**src/rtl/pdu_rb_arb.sv**
```systemverilog
// pdu_rb_arb: round-robin write-ownership arbiter and tail/head pointer controller for the shared PCIe ring buffer.
// Optional build macro PDU_RB_ARB_STATS_EN adds per-requester PDU/flit counters (stat_pdus, stat_flits).
module pdu_rb_arb #(
    parameter int NUM_REQ       = 2,
    parameter int PDU_AWIDTH    = 12,
    parameter int FLIT_W        = 514,
    parameter int MAX_PDU_FLITS = 25
) (
    input  logic                           clk,
    input  logic                           rst_n,
    input  logic [NUM_REQ-1:0]             req_valid,
    output logic [NUM_REQ-1:0]             req_almost_full,
    output logic [PDU_AWIDTH-1:0]          rb_base_addr,
    input  logic [NUM_REQ-1:0]             upd_valid,
    input  logic [NUM_REQ*PDU_AWIDTH-1:0]  upd_size,
    input  logic [NUM_REQ-1:0]             in_wr_en,
    input  logic [NUM_REQ*PDU_AWIDTH-1:0]  in_wr_addr,
    input  logic [NUM_REQ*FLIT_W-1:0]      in_wr_data,
    output logic                           rb_wr_en,
    output logic [PDU_AWIDTH-1:0]          rb_wr_addr,
    output logic [FLIT_W-1:0]              rb_wr_data,
    input  logic                           head_wr_valid,
    input  logic [PDU_AWIDTH-1:0]          head_wr_ptr,
    output logic                           tail_valid,
    output logic [PDU_AWIDTH-1:0]          tail_ptr,
    output logic [1:0]                     err_flags
`ifdef PDU_RB_ARB_STATS_EN
    ,
    output logic [NUM_REQ*32-1:0]          stat_pdus,
    output logic [NUM_REQ*32-1:0]          stat_flits
`endif
);

    localparam int OW = $clog2(NUM_REQ);
    localparam int AW = PDU_AWIDTH;

    // state    | meaning
    // ST_IDLE  | no owner; grant when a requester is pending and free >= MAX_PDU_FLITS
    // ST_GRANT | owner holds the write port; waiting for its upd_valid
    // ST_DRAIN | one cycle after the update so the owner's header write passes
    typedef enum logic [1:0] {ST_IDLE, ST_GRANT, ST_DRAIN} state_t;

    state_t          state, state_nxt;
    logic [OW-1:0]   owner, rr_ptr, rr_nxt, pick_idx, cand_idx;
    logic            pick_found;
    logic [AW-1:0]   tail, head, free_cnt, own_size, tail_nxt;
    logic            free_ok, own_upd, stray_upd, oversize;
    logic            grant_go, upd_accept;
    logic [NUM_REQ-1:0] grant_mask, owner_bit;
    int              cand;

    // (tail - head) is the occupancy; its bitwise inverse is depth-1-occupancy
    assign free_cnt  = ~(tail - head);
    assign free_ok   = (32'(free_cnt) >= 32'(MAX_PDU_FLITS));
    assign own_size  = upd_size[owner*AW +: AW];
    assign own_upd   = upd_valid[owner];
    assign owner_bit = NUM_REQ'(1) << owner;
    assign stray_upd = (state == ST_GRANT) ? |(upd_valid & ~owner_bit) : |upd_valid;
    assign oversize  = ((32'(own_size) + 32'd1) > 32'(MAX_PDU_FLITS));
    assign tail_nxt  = tail + own_size + AW'(1);
    assign rr_nxt    = (owner == OW'(NUM_REQ - 1)) ? '0 : owner + OW'(1);
    assign grant_mask = ~(NUM_REQ'(1) << pick_idx);
    assign rb_base_addr = tail;

    always_comb begin
        pick_found = 1'b0;
        pick_idx   = '0;
        cand       = 0;
        cand_idx   = '0;
        for (int i = 0; i < NUM_REQ; i++) begin
            cand = int'(rr_ptr) + i;
            if (cand >= NUM_REQ) begin
                cand = cand - NUM_REQ;
            end
            cand_idx = OW'(cand);
            if (!pick_found && req_valid[cand_idx]) begin
                pick_found = 1'b1;
                pick_idx   = cand_idx;
            end
        end
    end

    always_ff @(posedge clk or negedge rst_n) begin
        if (!rst_n) begin
            state <= ST_IDLE;
        end else begin
            state <= state_nxt;
        end
    end

    always_comb begin
        state_nxt  = state;
        grant_go   = 1'b0;
        upd_accept = 1'b0;
        case (state)
            ST_IDLE: begin
                if (pick_found && free_ok) begin
                    grant_go  = 1'b1;
                    state_nxt = ST_GRANT;
                end
            end
            ST_GRANT: begin
                if (own_upd) begin
                    upd_accept = 1'b1;
                    state_nxt  = ST_DRAIN;
                end
            end
            ST_DRAIN: state_nxt = ST_IDLE;
            default:  state_nxt = ST_IDLE;
        endcase
    end

    always_ff @(posedge clk or negedge rst_n) begin
        if (!rst_n) begin
            owner           <= '0;
            rr_ptr          <= '0;
            tail            <= '0;
            head            <= '0;
            tail_valid      <= 1'b0;
            tail_ptr        <= '0;
            err_flags       <= 2'b00;
            req_almost_full <= '1;
        end else begin
            tail_valid <= 1'b0;
            if (head_wr_valid) begin
                head <= head_wr_ptr;
            end
            if (grant_go) begin
                owner           <= pick_idx;
                req_almost_full <= grant_mask;
            end
            if (upd_accept) begin
                tail            <= tail_nxt;
                tail_ptr        <= tail_nxt;
                tail_valid      <= 1'b1;
                rr_ptr          <= rr_nxt;
                req_almost_full <= '1;
                if (oversize) begin
                    err_flags[0] <= 1'b1;
                end
            end
            if (stray_upd) begin
                err_flags[1] <= 1'b1;
            end
        end
    end

    always_comb begin
        rb_wr_en   = 1'b0;
        rb_wr_addr = '0;
        rb_wr_data = '0;
        if (state != ST_IDLE) begin
            rb_wr_en   = in_wr_en[owner];
            rb_wr_addr = in_wr_addr[owner*AW +: AW];
            rb_wr_data = in_wr_data[owner*FLIT_W +: FLIT_W];
        end
    end

`ifdef PDU_RB_ARB_STATS_EN
    logic [31:0] pdu_cnt  [NUM_REQ];
    logic [31:0] flit_cnt [NUM_REQ];

    always_ff @(posedge clk or negedge rst_n) begin
        if (!rst_n) begin
            for (int i = 0; i < NUM_REQ; i++) begin
                pdu_cnt[i]  <= '0;
                flit_cnt[i] <= '0;
            end
        end else if (upd_accept) begin
            pdu_cnt[owner]  <= pdu_cnt[owner] + 32'd1;
            flit_cnt[owner] <= flit_cnt[owner] + 32'(own_size) + 32'd1;
        end
    end

    for (genvar g = 0; g < NUM_REQ; g++) begin : g_stat
        assign stat_pdus[g*32 +: 32]  = pdu_cnt[g];
        assign stat_flits[g*32 +: 32] = flit_cnt[g];
    end
`endif

endmodule

```
**config.mk**
```make
export PLATFORM = sky130hd
export DESIGN_NAME = pdu_rb_arb
export DESIGN_NICKNAME = d
export VERILOG_FILES = /design/src/rtl/pdu_rb_arb.sv
export SDC_FILE = /design/constraint.sdc
export NUM_CORES = 1
export LEC_CHECK = 0
export CELL_PAD_IN_SITES_DETAIL_PLACEMENT = 1
export CELL_PAD_IN_SITES_GLOBAL_PLACEMENT = 1
export CORE_AREA = 2 2 650 652
export DETAILED_ROUTE_END_ITERATION = 8
export DIE_AREA = 0 0 652 654
export GPL_ROUTABILITY_DRIVEN = 0
export MAX_ROUTING_LAYER = met4
export PLACE_DENSITY = 0.3
export SLEW_MARGIN = 0
export SYNTH_ARGS = -nofsm -noshare
export SYNTH_HDL_FRONTEND = slang
export SYNTH_SLANG_ARGS = --single-unit
```
**constraint.sdc**
```tcl
create_clock -name clk -period 9 [get_ports clk]
set_input_delay 1.35 -clock clk [delete_from_list [all_inputs] [get_ports clk]]
set_output_delay 1.35 -clock clk [all_outputs]
set_load 0.1 [all_outputs]
```
After elaboration in Yosys (flattened, before gate mapping)
Index checks and enable logic that the tools add are counted.
- input bits: 1097
- logic and storage cells: 77
- output and inout port bits: 556
- register bits: 33
- bitwise gates (word level): 4
- magnitude comparators: 7
- equal/unequal tests: 3
- shifts and indexed selects: 5
- multiply operators: 2
- add/sub/neg operators: 8
- muxes and demuxes: 29
- reduce and logical (&&, ||, !) cells: 10
- operators by type and width (cell ; count):
    1028-bit by 12-bit variable part select with 514-bit output ; 1
    514-bit 2-to-1 mux ; 1
    24-bit by 6-bit variable part select with 12-bit output ; 2
    1-bit 2-to-1 mux ; 22
    12-bit by 1-bit adder with 13-bit output (second input constant) ; 1
    13-bit by 5-bit greater-than comparator with 1-bit output (second input constant) ; 1
    12-bit by 1-bit adder with 12-bit output (second input constant) ; 1
    12-bit adder ; 1
    12-bit by 5-bit >= comparator with 1-bit output (second input constant) ; 1
    12-bit 2-to-1 mux ; 1
    12-bit inverter ; 1
    12-bit subtractor ; 1
    1-bit by 9-bit multiplier with 10-bit output (second input constant) ; 1
    2-bit 2-to-1 mux ; 4
    1-bit by 2-bit < comparator with 1-bit output (second input constant) ; 3
    2-bit != test (second input constant) ; 2
    2-bit inverter ; 2
    2-bit case mux with 2 select lines ; 1
    2-bit AND reduction ; 2
    2-bit nonzero test ; 2
    2-bit OR reduction ; 2
    1-bit by 1-bit << shifter with 2-bit output (first input constant) ; 2
    1-bit by 2-bit multiplier with 3-bit output (second input constant) ; 1
    1-bit by 1-bit adder with 2-bit output (second input constant) ; 1
    9 further kinds ; 11

Logic depth before layout (Yosys ltp)
Gate-level depths: netlist of the first run.
- depth in word-level cells: 13
- depth in mapped cells: 15
- depth with buffers taken out: 11

Worst setup path before layout of the first run
Ideal clock, no wire load.
- path type: reg2out
- from: register owner
- to: output port rb_wr_addr[0]
- arrival: 2841 ps
- setup slack: 4809 ps
- path buffers: 5
- stages on the path, launching flop included: 8
- required time: 7650 ps
- path through: dfrtp_1 > buf_2 > buf_2 > clkbuf_1 > clkbuf_1 > buf_2 > mux2i_1 > nor2_1
- cells in the longest elaborated chain, start to end: 3
- RTL lines (what ; line ; source):
    start, declared ; 44 ; logic [OW-1:0] owner, rr_ptr, rr_nxt, pick_idx, cand_idx;
    start signal, assigned ; 129 ; owner <= pick_idx;
    1-bit by 2-bit multiplier with 3-bit output ; 154 ; rb_wr_addr = in_wr_addr[owner*AW +: AW];
    24-bit by 6-bit variable part select with 12-bit output ; 154 ;
    12-bit 2-to-1 mux ; 152 ; if (state != ST_IDLE) begin
    end, declared ; 20 ; output logic [PDU_AWIDTH-1:0] rb_wr_addr,
Every way passes these cells.

Final worst setup path of the first run
- from: register owner
- to: output port rb_wr_data[335]
- cells in the longest elaborated chain, start to end: 3
- RTL lines (what ; line ; source):
    1-bit by 9-bit multiplier with 10-bit output ; 155 ; rb_wr_data = in_wr_data[owner*FLIT_W +: FLIT_W];
    1028-bit by 12-bit variable part select with 514-bit output ; 155 ;
    514-bit 2-to-1 mux ; 152 ;
    end, declared ; 21 ; output logic [FLIT_W-1:0] rb_wr_data,
Every way passes these cells.

==> results.toml, run 1 <==
[timing]
fmax_mhz = 184.4
worstMarginPinSlew_ns = 1.281
post-route-period-util_pct = 60.25
timing_max_transition_violations_final = 0
final_critical_path_setup_slack_ns = 3.578
final_hold_viol_count = 0
grt_setup_unrepaired = "no"
skew_final_ns = 0.01452
slew-limit-headroom_pct = 14.32
fin_crit_ns = 5.422
setup_total_negative_slack_ns = 0
setup_violations = 0

[synth]
netlist_area_um2 = 10530
ys_dominant_reg_cell = "dfrtp_1"
synthArstFlopShare_pct = 100.0
synthDominantCellAreaShare_pct = 50.87
yosysSeqAreaShare_pct = 7.869
synth_area_leader_cell = "mux2i_1"
synth_nets = 2617
synth_warnings = 0
synth-edff-count = 0
synthCells = 1494
syn_area_cell_um2 = 7.046
synth.distinct_cells = 60
post_synthesis_sequential_element_count = 33
synth_top_cells_by_area = "mux2i_1 (51%), nor2_1 (19%), dfrtp_1 (7.4%)"

[die]
design.die.area_um2 = 426400
die_w_um = 652
initial_core_util_pct = 2.511
core_region_area_um2 = 419300
rows = 238
die_height_um = 654
floorplan.io_pins = 1653

[setup_path]
endpoint_kind = "output port"
crit_path_top_delay_cell = "clkdlybuf4s50_1"
timing_worst_setup_path_type = "flip-flop to output port"
reg2reg_from = "owner"
timing.critical_path.arrival_ns = 4.07
worstPathBufferInverterCount = 3
crit_chain = "buf_12 -> buf_4 -> mux2i_1 -> nor2_1 -> clkdlybuf4s50_1"
critical_path.max_stage_delay_ns = 1.18
worst_path_required_ns = 7.65
cp-start-kind = "flip-flop"
worstSetupStartpoint = "owner"
critical_path.top_delay_family = "buffers and inverters"
critical_path_peak_fanout = 95

[clocking]
clock_insertion_delay_worst_skew_ns = 0.30
cts-hold-fix-buffers = 0
ctsRootBufferMaster = "clkbuf_16"
cts_inserted_buffers = 5
cts-root-to-sink-buffers = 2
clkSlewWorstSetupHoldPaths_ns = 0.07
cts-resized-gates = 0
post-cts-setup-buffer-count = 0
cts_tree = "done"
cts.sink_count = 33
maximum_level_of_the_cts_h_tree = 2

[drt]
vias = 20000
detail_route.first_pass.iterations = 5
ant_nets = 0
route.final.wire_length_mm = 338.4
detail_route.iter0.violations = 1026
vias_cell = 2.305
detail_route.wl_per_cell_um = 39.00
post-route-drc-count = 0

[layout]
nets = 4161
area_growth_pct = 214.2
layout.cells.most_common = "clkdlybuf4s50_1"
drive_above_1_share_pct = 11.35
layout_common_cells = "clkdlybuf4s50_1 (1353), nor2_1 (539), mux2i_1 (535)"

[placed_design]
dp_hpwl_mm = 323.1
place_worst_setup_slack_ns = 3.800
place.port_buffers = 1652

[hold_path]
min-delay-path-class = "flip-flop to flip-flop"
worst_hold_start = "req_almost_full[1]"

[global_routing]
grt_util_all_layers_pct = 15.60
first_global_vias = 19860
grt_max_degree = 137
global_route_total_overflow = 0
antenna_violations_before_repair = 373
grt_pass1_wl_mm = 382.1

[power_and_ir_drop]
power-per-cell-area_nw_per_um2 = 557.6
power.ir.vdd_worst_mv = 0.2808
static-leakage-power_nw = 12.11

[status]
run_status = "finished clean"

[run]
drv.max_cap_violation_count = 0
[per-layer routing]
layer	part of all wire, %	wire length (um)	track usage [%]
met4	2.1	7233	1.933
met2	49	167400	27.21
met5	0	0	-
met3	11	36890	7.064
met1	37	126800	16.55
[per-stage QoR]
step / hold WS, ns / std cells / utilization [%] / instance area (um2) / power [mW]
2_1_floorplan: 0.4683 / 1494 / - / 10530 / 12.11
3_3_place_gp: 0.5176 / 8551 / 7.786 / 32640 / 18.73
3_5_place_dp: 0.5192 / 8551 / 7.786 / 32640 / 18.71
4_1_cts: 0.5435 / 8559 / 7.819 / 32780 / 18.93
5_1_grt: 0.5528 / 8667 / 7.883 / 33050 / 19.02
6_report: 0.5354 / 8675 / 7.888 / 33070 / 18.44
[synth_stat cells (4+ instances only)]
library cell / n
inv_1: 27
nor3_1: 8
mux2_2: 8
xor2_1: 5
nand2_1: 41
nor2_1: 540
a21oi_1: 15
dfrtp_1: 31
nand3_1: 7
nand4_1: 4
buf_4: 12
nand2b_1: 7
ha_1: 24
o31ai_1: 4
mux2i_1: 535
buf_2: 56
clkbuf_1: 65
a21o_1: 4
o21ai_0: 32
xnor2_1: 5
o21a_1: 4
[layout make-up]
| cell class | instances | area (um2) |
|---|---|---|
| Clock inverter | 2 | 10.01 |
| Timing Repair Buffer | 1673 | 15830 |
| Fill cell | 50060 | 386200 |
| Sequential cell | 33 | 832.0 |
| Antenna cell | 116 | 290.3 |
| Inverter | 27 | 101.3 |
| Tap cell | 5520 | 6907 |
| Clock buffer | 6 | 128.9 |
| Multi-Input combinational cell | 1298 | 8979 |
[kinds of logic after synthesis]
family          synth area share (%)
xor+xnor                      0.8320
flops                          7.869
compound gates                 5.658
fa+ha+maj                      3.233
mux                            52.05
buf+inv                        6.906
simple gates                   23.45
[flip-flops by register name, summed over array words and instances, names as in the netlist]
| signal | cells |
|---|---|
| owner | 1 |
| head | 12 |
| rr_ptr | 1 |
| rb_base_addr | 12 |
| err_flags | 2 |
| req_almost_full | 2 |
| tail_valid | 1 |
| state | 2 |
[worst paths after layout]
check	to	slack (ns)	cells after the start
max	rb_wr_data[335]	3.58	5
min	req_almost_full[1]	0.54	2
max reg2reg	rb_base_addr[10]	4.81	12
min reg2reg	req_almost_full[1]	0.54	2
max in group asynchronous	owner	7.06	2
min in group asynchronous	tail_valid	1.52	2
[worst reg2reg max path, cell delays in order (launching register included)]
cell and delay, ns:
dfrtp_4 0.86, buf_4 0.51, mux2i_1 0.65, ha_1 0.28, inv_1 0.06, fa_1 0.43
a21o_1 0.18, a21oi_1 0.28, o21a_1 0.19, o21ai_0 0.11, a41oi_1 0.26, xor2_1 0.16
o21ai_0 0.08
[where the power goes]
group	switching, mW	leakage [nW]	internal [mW]
sequential	0.142	0.389	0.197
clock	0.0769	0.0714	0.102
combinational	14.6	11.6	3.34
total	14.8	12.1	3.64
Power figures use the tool's default switching activity.
==> run 2: changes to the inputs <==
Settings changed: CORE_AREA 2 2 650 652 to 2 2 636 638, DIE_AREA 0 0 652 654 to 0 0 638 640.
Clock period 9 ns to 5.1 ns, I/O delays scaled along.
==> run 2 against run 1 <==
Wire length shrank 8.5%. Clock skew fell by 0.0083 ns. Non-clock buffer count is 29 higher. Flip-flop and latch count unchanged. Register-to-register slack worse by 3.5 ns. Cell count shrank 2.2%. Worst setup slack got worse by 2.7 ns. Critical path depth stayed put. Combinational power rose by 73%. Via count is 1.4% lower. Die area down 4.2%.
==> results.toml, run 2 (same netlist as run 1, synthesis figures left out) <==
[setup_path]
critical_path.top_delay_family = "buffers and inverters"
worst_path_most_repeated_cell = "buf_4"
reg2regPathDepth = 9
timing_worst_setup_path_type = "flip-flop to output port"
setup_slack_reg_to_reg_ns = 1.30
crit_path_top_delay_cell = "dfrtp_4"
reg2reg_to = "rb_base_addr[10]"
crit_chain = "buf_12 -> buf_4 -> mux2i_1 -> nor2_1 -> buf_4"
worst_path_required_ns = 4.34
endpoint_kind = "output port"
critical_path_peak_fanout = 66
timing.critical_path.arrival_ns = 3.45
critical_path.max_stage_delay_ns = 0.84
worstPathBufferInverterCount = 3
cp-start-kind = "flip-flop"
reg2reg_from = "owner"

[placed_design]
placement.cell_area_um2 = 32760
dp_hpwl_mm = 295.1
place.port_buffers = 1652

[timing]
setup_violations = 0
fin_crit_ns = 4.214
timing_max_transition_violations_final = 0
final_hold_viol_count = 0
post-route-period-util_pct = 82.63
setup_total_negative_slack_ns = 0
slew-limit-headroom_pct = 27.01
fmax_mhz = 237.3
skew_final_ns = 0.006213
grt_setup_unrepaired = "no"
finalHoldWorstSlack_ns = 0.4960
worstMarginPinSlew_ns = 1.091

[power_and_ir_drop]
power-per-cell-area_nw_per_um2 = 961.1
static-leakage-power_nw = 12.64
power.ir.vdd_worst_mv = 0.4639

[die]
design.die.area_um2 = 408300
die_height_um = 640
rows = 233
die_w_um = 638
initial_core_util_pct = 2.622
core_region_area_um2 = 401400
floorplan.io_pins = 1653

[clocking]
cts_inserted_buffers = 5
cts-resized-gates = 0
maximum_level_of_the_cts_h_tree = 2
clock_insertion_delay_worst_skew_ns = 0.29
cts_tree = "done"
post-cts-setup-buffer-count = 0
cts.sink_count = 33
clkSlewWorstSetupHoldPaths_ns = 0.06
cts-root-to-sink-buffers = 2
ctsRootBufferMaster = "clkbuf_16"
cts-hold-fix-buffers = 0

[hold_path]
worst_hold_stages = 1
min-delay-path-class = "flip-flop to flip-flop"
worst_hold_start = "err_flags[1]"
hold-path-endpoint = "err_flags[1]"

[drt]
route.final.wire_length_mm = 309.7
vias_cell = 2.325
vias = 19720
ant_nets = 0
detail_route.first_pass.iterations = 5
post-route-drc-count = 0
detail_route.wl_per_cell_um = 36.51
detail_route.iter0.violations = 1090

[global_routing]
grt_util_all_layers_pct = 14.89
antenna_violations_before_repair = 323
global_route_total_overflow = 0
grt_pass1_wl_mm = 353.0
grt_max_degree = 108
first_global_vias = 19760

[layout]
area_growth_pct = 215.6
drive_above_1_share_pct = 17.41
layout_common_cells = "clkdlybuf4s50_1 (1193), nor2_1 (539), mux2i_1 (535)"
final.fill_count = 47800
nets = 4190
finalInstanceArea_um2 = 33220
layout.cells.most_common = "clkdlybuf4s50_1"

[run]
drv.max_cap_violation_count = 0

[status]
run_status = "finished clean"
run 2: cell count changes in the layout (fill, tap and decap cells not counted):
cell and delta:
buf_12 +36, buf_2 -53, buf_4 +210, clkbuf_2 -4
clkdlybuf4s50_1 -160, diode_2 +12
run 2: per-layer routing:
layer  wire (um)  vias up  GRT usage [%]
met4        8644        0          2.869
li1            -     8437              -
met1      115100     9525          15.59
met2      151800     1364          25.54
met5           0        -              -
met3       34200      396          6.979
run 2: layout make-up:
class / count / area, um2 / share of cell area, %
clock buffer: 6 / 128.9 / 0.3879
timing repair buffer: 1702 / 16240 / 48.87
sequential: 33 / 832.0 / 2.505
inverter: 27 / 101.3 / 0.3051
tap: 5287 / 6615 / 19.91
antenna: 128 / 320.3 / 0.9641
multi-input combinational: 1298 / 8979 / 27.03
clock inverter: 2 / 10.01 / 0.03013
run 2: report_power, final:
| group | internal, mW | switching (mW) | total (mW) |
|---|---|---|---|
| logic | 6.25 | 24.7 | 31.0 |
| clock network | 0.180 | 0.137 | 0.317 |
| registers | 0.347 | 0.275 | 0.622 |
run 2: worst max-delay path by stage:
| stage | from | to | slack [ns] | cells past startpoint |
|---|---|---|---|---|
| floorplan | owner | rb_wr_addr[0] | 1.49 | 7 |
| global placement | owner | rb_base_addr[10] | 1.17 | 9 |
| detailed placement | owner | rb_base_addr[11] | 1.18 | 10 |
| CTS | owner | rb_wr_data[338] | 0.88 | 5 |
| global route | owner | rb_wr_data[338] | 0.81 | 5 |
| finish | owner | rb_wr_data[338] | 0.89 | 5 |
run 2: through the flow:
step	utilization (%)	power, mW	std cells	worst slack (ns)
finish	8.276	31.93	8483	0.8861
global placement	8.161	32.14	8347	1.172
floorplan	-	21.38	1494	1.494
CTS	8.196	32.50	8355	0.8850
detailed placement	8.161	32.12	8347	1.181
global route	8.261	32.86	8459	0.8141
